<file path="src/rtl/io_pkg.sv">
// io_pkg: shared definitions for the IO output path.
//   IO_DATA_W  - width of an IO store payload (32)
//   IO_ADDR_W  - default IO port address width (8)
//   IO_DEPTH   - default posted-write FIFO depth (4)
//   io_entry_t - one queued store, packed {addr, data}, at the default widths
//   io_cnt_w() - width needed to hold an occupancy of 0..depth
package io_pkg;

  localparam int unsigned IO_DATA_W = 32;
  localparam int unsigned IO_ADDR_W = 8;
  localparam int unsigned IO_DEPTH  = 4;

  typedef struct packed {
    logic [IO_ADDR_W-1:0] addr;
    logic [IO_DATA_W-1:0] data;
  } io_entry_t;

  function automatic int unsigned io_cnt_w(input int unsigned depth);
    return $clog2(depth + 1);
  endfunction

endpackage

</file>
<file path="src/rtl/io_out_buffer_if.sv">
// io_out_buffer_if: store-side and peripheral-side signals of the IO output
// buffer, bundled for drop-in port compatibility.
//   Store side     : IOWrite, IOAddr, IOData (in), IOStall (out)
//   Peripheral side: IOOutValid, IOOutAddr, IOOutData (out), IOOutReady (in)
//   Status         : IOCount, IOLastOut (out)
//   slave  modport - the buffer itself
//   master modport - memory stage / peripheral / testbench driving the buffer
interface io_out_buffer_if
  import io_pkg::*;
#(
  parameter int unsigned DEPTH  = IO_DEPTH,
  parameter int unsigned ADDR_W = IO_ADDR_W
);

  localparam int unsigned CNT_W = io_cnt_w(DEPTH);

  logic                 IOWrite;
  logic [ADDR_W-1:0]    IOAddr;
  logic [IO_DATA_W-1:0] IOData;
  logic                 IOStall;
  logic                 IOOutValid;
  logic [ADDR_W-1:0]    IOOutAddr;
  logic [IO_DATA_W-1:0] IOOutData;
  logic                 IOOutReady;
  logic [CNT_W-1:0]     IOCount;
  logic [IO_DATA_W-1:0] IOLastOut;

  modport slave (
    input  IOWrite, IOAddr, IOData, IOOutReady,
    output IOStall, IOOutValid, IOOutAddr, IOOutData, IOCount, IOLastOut
  );

  modport master (
    output IOWrite, IOAddr, IOData, IOOutReady,
    input  IOStall, IOOutValid, IOOutAddr, IOOutData, IOCount, IOLastOut
  );

endinterface

</file>
<file path="src/rtl/io_fifo_ptr.sv">
// io_fifo_ptr: read/write pointer and occupancy registers for a
// power-of-two FIFO of DEPTH entries.
//   clk, rst_n   - clock, asynchronous active-low reset
//   push_req     - producer wants to write
//   pop_req      - consumer wants to read
//   push, pop    - qualified strobes (push refused when full, pop when empty)
//   wptr, rptr   - write / read slot indices, wrap DEPTH-1 -> 0
//   count        - occupied entries, 0..DEPTH
//   full, empty  - decoded from the registered count
module io_fifo_ptr
  import io_pkg::*;
#(
  parameter int unsigned DEPTH = IO_DEPTH
) (
  input  logic                       clk,
  input  logic                       rst_n,
  input  logic                       push_req,
  input  logic                       pop_req,
  output logic                       push,
  output logic                       pop,
  output logic [$clog2(DEPTH)-1:0]   wptr,
  output logic [$clog2(DEPTH)-1:0]   rptr,
  output logic [io_cnt_w(DEPTH)-1:0] count,
  output logic                       full,
  output logic                       empty
);

  localparam int unsigned PTR_W = $clog2(DEPTH);
  localparam int unsigned CNT_W = io_cnt_w(DEPTH);

  assign full  = (count == CNT_W'(DEPTH));
  assign empty = (count == '0);

  // A full FIFO refuses the push even if it pops in the same cycle; the
  // producer holds its store and retries next cycle.
  assign push = push_req & ~full;
  assign pop  = pop_req  & ~empty;

  // DEPTH is a power of two, so natural pointer overflow is the modulo wrap.
  always_ff @(posedge clk or negedge rst_n) begin
    if (!rst_n) begin
      wptr <= '0;
    end else if (push) begin
      wptr <= wptr + PTR_W'(1);
    end
  end

  always_ff @(posedge clk or negedge rst_n) begin
    if (!rst_n) begin
      rptr <= '0;
    end else if (pop) begin
      rptr <= rptr + PTR_W'(1);
    end
  end

  always_ff @(posedge clk or negedge rst_n) begin
    if (!rst_n) begin
      count <= '0;
    end else begin
      unique case ({push, pop})
        2'b10:   count <= count + CNT_W'(1);
        2'b01:   count <= count - CNT_W'(1);
        default: count <= count;
      endcase
    end
  end

endmodule

</file>
<file path="src/rtl/io_out_buffer.sv">
// io_out_buffer: posted-write buffer for the memory-mapped IO output port.
// IO stores from the memory stage are queued in a DEPTH-entry FIFO and
// drained in order to the peripheral over a valid/ready handshake; the
// pipeline is stalled while the FIFO is full so no store is dropped.
//   clk, rst_n - clock, asynchronous active-low reset
//   bus        - io_out_buffer_if.slave:
//                IOWrite/IOAddr/IOData in, IOStall out (store side)
//                IOOutValid/IOOutAddr/IOOutData out, IOOutReady in (peripheral)
//                IOCount, IOLastOut out (status / loopback)
// Build option IO_READBACK_EN: when defined, IOLastOut holds the data of the
// most recent entry accepted by the peripheral (0 until the first pop);
// when undefined, IOLastOut is tied to zero.
module io_out_buffer
  import io_pkg::*;
#(
  parameter int unsigned DEPTH  = IO_DEPTH,
  parameter int unsigned ADDR_W = IO_ADDR_W
) (
  input  logic              clk,
  input  logic              rst_n,
  io_out_buffer_if.slave    bus
);

  localparam int unsigned PTR_W = $clog2(DEPTH);
  localparam int unsigned CNT_W = io_cnt_w(DEPTH);

  // Same layout as io_entry_t, but sized by this instance's ADDR_W.
  typedef struct packed {
    logic [ADDR_W-1:0]    addr;
    logic [IO_DATA_W-1:0] data;
  } entry_t;

  entry_t           mem [DEPTH];
  entry_t           head;
  logic             push;
  logic             pop;
  logic             full;
  logic             empty;
  logic [PTR_W-1:0] wptr;
  logic [PTR_W-1:0] rptr;
  logic [CNT_W-1:0] count;

  io_fifo_ptr #(
    .DEPTH (DEPTH)
  ) u_ptr (
    .clk      (clk),
    .rst_n    (rst_n),
    .push_req (bus.IOWrite),
    .pop_req  (bus.IOOutReady),
    .push     (push),
    .pop      (pop),
    .wptr     (wptr),
    .rptr     (rptr),
    .count    (count),
    .full     (full),
    .empty    (empty)
  );

  // Storage carries no reset; stale slots are masked by the empty check.
  always_ff @(posedge clk) begin
    if (push) begin
      mem[wptr] <= '{addr: bus.IOAddr, data: bus.IOData};
    end
  end

  assign head = mem[rptr];

  assign bus.IOStall    = full;
  assign bus.IOOutValid = ~empty;
  assign bus.IOCount    = count;
  assign bus.IOOutAddr  = empty ? '0 : head.addr;
  assign bus.IOOutData  = empty ? '0 : head.data;

`ifdef IO_READBACK_EN
  logic [IO_DATA_W-1:0] last_out;

  always_ff @(posedge clk or negedge rst_n) begin
    if (!rst_n) begin
      last_out <= '0;
    end else if (pop) begin
      last_out <= head.data;
    end
  end

  assign bus.IOLastOut = last_out;
`else
  assign bus.IOLastOut = '0;
`endif

endmodule

</file>
<file path="src/flat_wrapper.sv">
// flat-port wrapper written by rule: the top's interface ports become plain ports
module io_out_buffer_flat import io_pkg::*;
#(
  parameter int unsigned DEPTH  = IO_DEPTH,
  parameter int unsigned ADDR_W = IO_ADDR_W
)
  (clk, rst_n, bus_IOWrite, bus_IOAddr, bus_IOData, bus_IOOutReady, bus_IOStall, bus_IOOutValid, bus_IOOutAddr, bus_IOOutData, bus_IOCount, bus_IOLastOut);
  io_out_buffer_if #(.DEPTH(DEPTH), .ADDR_W(ADDR_W)) bus_i ();
  input  logic clk;
  input  logic rst_n;
  input wire logic [$bits(bus_i.IOWrite)-1:0] bus_IOWrite;
  input wire logic [$bits(bus_i.IOAddr)-1:0] bus_IOAddr;
  input wire logic [$bits(bus_i.IOData)-1:0] bus_IOData;
  input wire logic [$bits(bus_i.IOOutReady)-1:0] bus_IOOutReady;
  output wire logic [$bits(bus_i.IOStall)-1:0] bus_IOStall;
  output wire logic [$bits(bus_i.IOOutValid)-1:0] bus_IOOutValid;
  output wire logic [$bits(bus_i.IOOutAddr)-1:0] bus_IOOutAddr;
  output wire logic [$bits(bus_i.IOOutData)-1:0] bus_IOOutData;
  output wire logic [$bits(bus_i.IOCount)-1:0] bus_IOCount;
  output wire logic [$bits(bus_i.IOLastOut)-1:0] bus_IOLastOut;
  assign bus_i.IOWrite = bus_IOWrite;
  assign bus_i.IOAddr = bus_IOAddr;
  assign bus_i.IOData = bus_IOData;
  assign bus_i.IOOutReady = bus_IOOutReady;
  assign bus_IOStall = bus_i.IOStall;
  assign bus_IOOutValid = bus_i.IOOutValid;
  assign bus_IOOutAddr = bus_i.IOOutAddr;
  assign bus_IOOutData = bus_i.IOOutData;
  assign bus_IOCount = bus_i.IOCount;
  assign bus_IOLastOut = bus_i.IOLastOut;
  io_out_buffer #(.DEPTH(DEPTH), .ADDR_W(ADDR_W)) u_core (.clk(clk), .rst_n(rst_n), .bus(bus_i));
endmodule
</file>
<file path="config.mk">
export PLATFORM = sky130hd
export DESIGN_NAME = io_out_buffer_flat
export DESIGN_NICKNAME = d
export VERILOG_FILES = /design/src/rtl/io_pkg.sv /design/src/rtl/io_out_buffer_if.sv /design/src/rtl/io_fifo_ptr.sv /design/src/rtl/io_out_buffer.sv /design/src/flat_wrapper.sv
export SDC_FILE = /design/constraint.sdc
export NUM_CORES = 1
export LEC_CHECK = 0
export BUFFER_PORTS_ARGS = -buffer_cell sky130_fd_sc_hd__buf_2
export CAP_MARGIN = 20
export CORE_MARGIN = 1
export CORE_UTILIZATION = 55
export DETAILED_ROUTE_END_ITERATION = 10
export PLACE_DENSITY = 0.87
export SYNTH_ARGS = -nofsm -noshare
export SYNTH_HDL_FRONTEND = slang
export SYNTH_SLANG_ARGS = --single-unit
</file>
<file path="constraint.sdc">
create_clock -name clk -period 3.1 [get_ports clk]
set_input_delay 0.62 -clock clk [delete_from_list [all_inputs] [get_ports clk]]
set_output_delay 0.62 -clock clk [all_outputs]
set_load 0.01 [all_outputs]
</file>
## Yosys cells after proc, flatten, opt, wreduce, memory -nomap -nowiden

Memory sizes are Yosys's and may differ from the RTL's.
Cells that the tools add are included.

- Flip-flop bits (word level): 7
- RAM bits: 160
- Input port bits: 44
- Logic and storage cells: 22
- Memories kept: 1

- $add $sub $neg: 4
- Equal/unequal tests: 3
- Multiplexer cells: 5
- Bitwise logic cells: 4
- Reductions and logical operators: 2

Memory list:

| name | depth | bits a word | read ports | clocked after Yosys merged registers in | wr ports | line | RTL |
|---|---|---|---|---|---|---|---|
| u_core.mem | 4 | 40 | 1 | 0 | 1 | io_out_buffer.sv:33 | `entry_t mem [DEPTH];` |

Operator list:

| operator | number |
|---|---|
| $mux 32 | 1 |
| $mux 8 | 1 |
| $pmux 3 s2 | 1 |
| $add 2x1->2 const B | 2 |
| $add 3x1->3 const B | 1 |
| $eq 3x3->1 const B | 1 |
| $logic_not 3->1 | 1 |
| $sub 3x1->3 const B | 1 |
| $and 1x1->1 | 2 |
| $eq 2x1->1 const B | 1 |
| $eq 2x2->1 const B | 1 |
| $mux 1 | 2 |
| $not 1->1 | 2 |
| $reduce_bool 2->1 | 1 |

## Logic depth before layout (Yosys ltp)

- Word-level depth: 5
- Depth in mapped cells: 9
- Gate-level depth less buffers: 9

## Modules after synthesis

A second synthesis with hierarchy kept.

- Cell total of the unflattened synthesis: 369
- Area, all modules: 6637.6 µm²

Modules (own cells, without submodules):

| module | times used | cells each | area an instance (µm²) | seq. area each (µm²) |
|---|---|---|---|---|
| io_out_buffer | 1 | 339 | 6288.5 | 4804.6 |
| io_fifo_ptr | 1 | 30 | 349.1 | 175.2 |

## Worst setup path before layout

No wires, ideal clock.

- Path type: input to register
- From: input bus_IOWrite
- To: memory u_core.mem[0][0] (netlist bit) (enable)
- Arrival time: 1.961 ns
- Path slack: 0.738 ns
- Stages on the path: 2
- Path buffers: 0
- Cell sequence: nor2b_1 > and2_1

- Word-level cells in the longest chain between the ends: 3

RTL lines:

| element | line | RTL |
|---|---|---|
| from (decl) | flat_wrapper.sv:11 | `input wire logic [$bits(bus_i.IOWrite)-1:0] bus_IOWrite;` |
| $and 1x1->1 | io_fifo_ptr.sv:36 | `assign push = push_req & ~full;` |
| $mux 1 | io_out_buffer.sv:61 | `if (push) begin` |
| $mux 1 (implied by the code) | io_out_buffer.sv:62 | `mem[wptr] <= '{addr: bus.IOAddr, data: bus.IOData};` |
| to (decl) | io_out_buffer.sv:33 |  |

Every way passes these cells.

## Worst setup path after layout

- From: register u_core.u_ptr.rptr[0]
- To: output bus_IOOutData[24]

- Word-level cells in the longest chain between the ends: 2

RTL lines:

| element | line | RTL |
|---|---|---|
| from (decl) | io_fifo_ptr.sv:22 | `output logic [$clog2(DEPTH)-1:0] rptr,` |
| from (signal assigned) | io_fifo_ptr.sv:52 | `rptr <= rptr + PTR_W'(1);` |
| $mem_v2 4x40 | n/a |  |
| $mux 32 | io_out_buffer.sv:72 | `assign bus.IOOutData = empty ? '0 : head.data;` |
| to (decl) | flat_wrapper.sv:18 | `output wire logic [$bits(bus_i.IOOutData)-1:0] bus_IOOutData;` |

Every way passes these cells.

==> metrics.txt <==
GPL Wtd Cong 0.7142; EDFF count, synth 160; FF-to-FF path depth 7; Commonest cells post-synth 160 x edfxtp_1, 45 x and2_1, 38 x mux4_2, 32 x buf_4, 7 x dfrtp_1; final WL 11.34 mm; Setup-failing EPs final 0; RSZ-0062 raised after global routing no; global-route wire length before repair 17.54 mm; Peak Freq 348.0 MHz; fin. max-slew vios 0; DR WL/cell 19.31 um; WP data arrival 2.25 ns; critical path class reg2out; synth warn 0; synthesized flop and latch total 167; Starting Density 0.5623; pwr/cell area 1016 mW/mm^2; Global Route Usage Sum 0.1948; fin crit share 0.9270; Final Skew 0.006570 ns; status completed; Crit-path slowest cell dfrtp_4; critical path endpoint category output port; Synth area leader edfxtp_1; Nets ~480; Detailed Place HPWL 7.113 mm; Fin. Hold Viols 0; TritonRoute pass-1 iters 4; Root Driver clkbuf_16; vias in the first global route about 3,300; Worst-Skew Late Latency between 0.4 and 0.5 ns; Hold Buf Count CTS 0; Antenna Nets Post-Route 0; CP bufs+invs 2; vias 3,195; Port Buffers 88; LEAKAGE 2.876 nW; cell count after synthesis 326; setup bufs post-CTS 0; Post-synth ARST share 0.04192; max_slew headroom 0.6268; worst-path cell chain buf_4, mux4_1, and2_1, buf_2; WP data required 2.48 ns; CTS buffer count 17; core area 0.01201 mm^2; share of cells above drive strength 1 0.3909; CP top delay family flip-flops; Tmin final 2.874 ns; Slew @ Worst Pin 0.5598 ns; Die Height 112.8 um; Max Root-Sink Buffers 2; Area contributors post-synth edfxtp_1 71%, mux4_2 13%, and2_1 4.2%; die area 0.01273 mm^2; Avg Vias per Cell roughly 5.4; initial antenna violation count 0; Setup crit start kind flop; TritonCTS clock tree done; max_cap viols 0; total grt overflow 0; largest net degree at the start of global routing 44; CTS resizes 0; clock sinks 167; H-tree levels 4; Distinct cells, synth 24; Die X 112.8 um; Mapped Avg Cell Area 20.72 um^2; n_diodes 0; Synth Flop Type edfxtp_1; CP Depth 4; I/O Pins around 120; crit-path max cell delay 0.69 ns; pre-CTS WS 0.6575 ns; most common cell in the netlist edfxtp_1; Clock Pin Slew Worst Setup and Hold Paths 0.06 ns; row count 40; top-area cell type share of the netlist area 0.7114; Mapped Area 0.006754 mm^2; Area growth syn-to-layout 17.06%; class of the worst hold path in2async; PnR worst setup slack roughly 0.23 ns; DRC 0; Sum Neg Setup Slack 0 ns; initial DRC count between 150 and 200; sequential-to-total area share from yosys stat 0.7373; IR drop worst, VDD 0.0006832 V; Crit Path Max Fanout 21
[layer usage]
layer | up-vias | part of all wire | track usage | wire length, um
li1 | 1410 | - | - | -
met5 | - | 0 | 0 | 0
met1 | 1629 | 0.39 | 0.2233 | 4435
met4 | 0 | 0.020 | 0.1004 | 225
met2 | 136 | 0.53 | 0.3272 | 5975
met3 | 20 | 0.062 | 0.06642 | 700
[power breakdown]
part	switching (W)	internal, W	total (W)
Combinational	0.00120	0.00124	0.00244
Sequential	0.000264	0.00299	0.00326
Clock	0.000826	0.00150	0.00233
[registers in the layout, indices dropped and copies added (netlist names)]
name and flops:
u_core.mem 160, u_core.u_ptr.count 3, u_core.u_ptr.rptr 2, u_core.u_ptr.wptr 2
[cell families after synthesis]
family / Yosys count / synth area share
AO/OA/AOI/OAI: 1 / 0.0007403
XOR/XNOR: 6 / 0.007782
adder cells (fa/ha/maj): 6 / 0.01223
buffers and inverters: 53 / 0.05873
flip-flops: 167 / 0.7373
multiplexers: 41 / 0.1362
other: 1 / 0.0005552
AND/OR/NAND/NOR: 51 / 0.04650
[final timing paths]
kind | slack [ns] | end | start
worst min-delay path | 0.01 | u_core.u_ptr.count[0] | rst_n
worst min register to register | 0.52 | u_core.u_ptr.count[2] | u_core.u_ptr.count[2]
min in group clk | 0.41 | u_core.mem[1][35] | bus_IOAddr[3]
max in group asynchronous | 2.92 | u_core.u_ptr.rptr[0] | rst_n
worst max-delay path | 0.23 | bus_IOOutData[24] | u_core.u_ptr.rptr[0]
worst max register to register | 0.79 | u_core.u_ptr.count[1] | u_core.u_ptr.count[0]
[metrics by stage]
stage          utilization  hold WS (ns)  total power, W  area (um^2)  cells
3_5_place_dp        0.6036        0.4583        0.005792         7251    556
5_1_grt             0.6582       0.01410        0.008404         7906    587
4_1_cts             0.6582      0.004623        0.008129         7906    587
6_report            0.6582       0.01176        0.008030         7906    587
2_1_floorplan            -        0.3244        0.004990         6870    357
3_3_place_gp        0.6036        0.4586        0.005707         7251    556
[cell usage in the layout (no fill, tap or decap), drive strengths merged]
master	Yosys	final
mux2	1	1
dfrtp	7	7
and2	45	45
nor3b	1	1
nor2b	1	1
conb	1	32
nand2	1	1
fa	1	1
ha	5	5
inv	6	8
clkinv	0	4
nor2	1	1
clkbuf	6	18
mux4	40	40
bufinv	0	6
edfxtp	160	160
clkinvlp	0	1
buf	41	99
nand3	1	1
or3	1	1
xnor2	3	3
o21ai	1	1
xor2	3	3
[worst register-to-register path: stages (launching register included)]
cell     delay, ns
dfrtp_1       0.43
or3_1         0.40
buf_4         0.27
and2_1        0.25
ha_1          0.23
inv_1         0.08
fa_1          0.41
o21ai_0       0.17
[cell type report]
type / instances / area [um^2]
Sequential cell: 167 / 4985
Fill cell: 812 / 4105
Multi-Input combinational cell: 137 / 1499
Timing Repair Buffer: 99 / 560.5
Clock buffer: 18 / 429.2
Clock inverter: 13 / 226.5
Tap cell: 147 / 183.9
Inverter: 6 / 22.52
No activity file was read; power rests on OpenSTA's default activity.
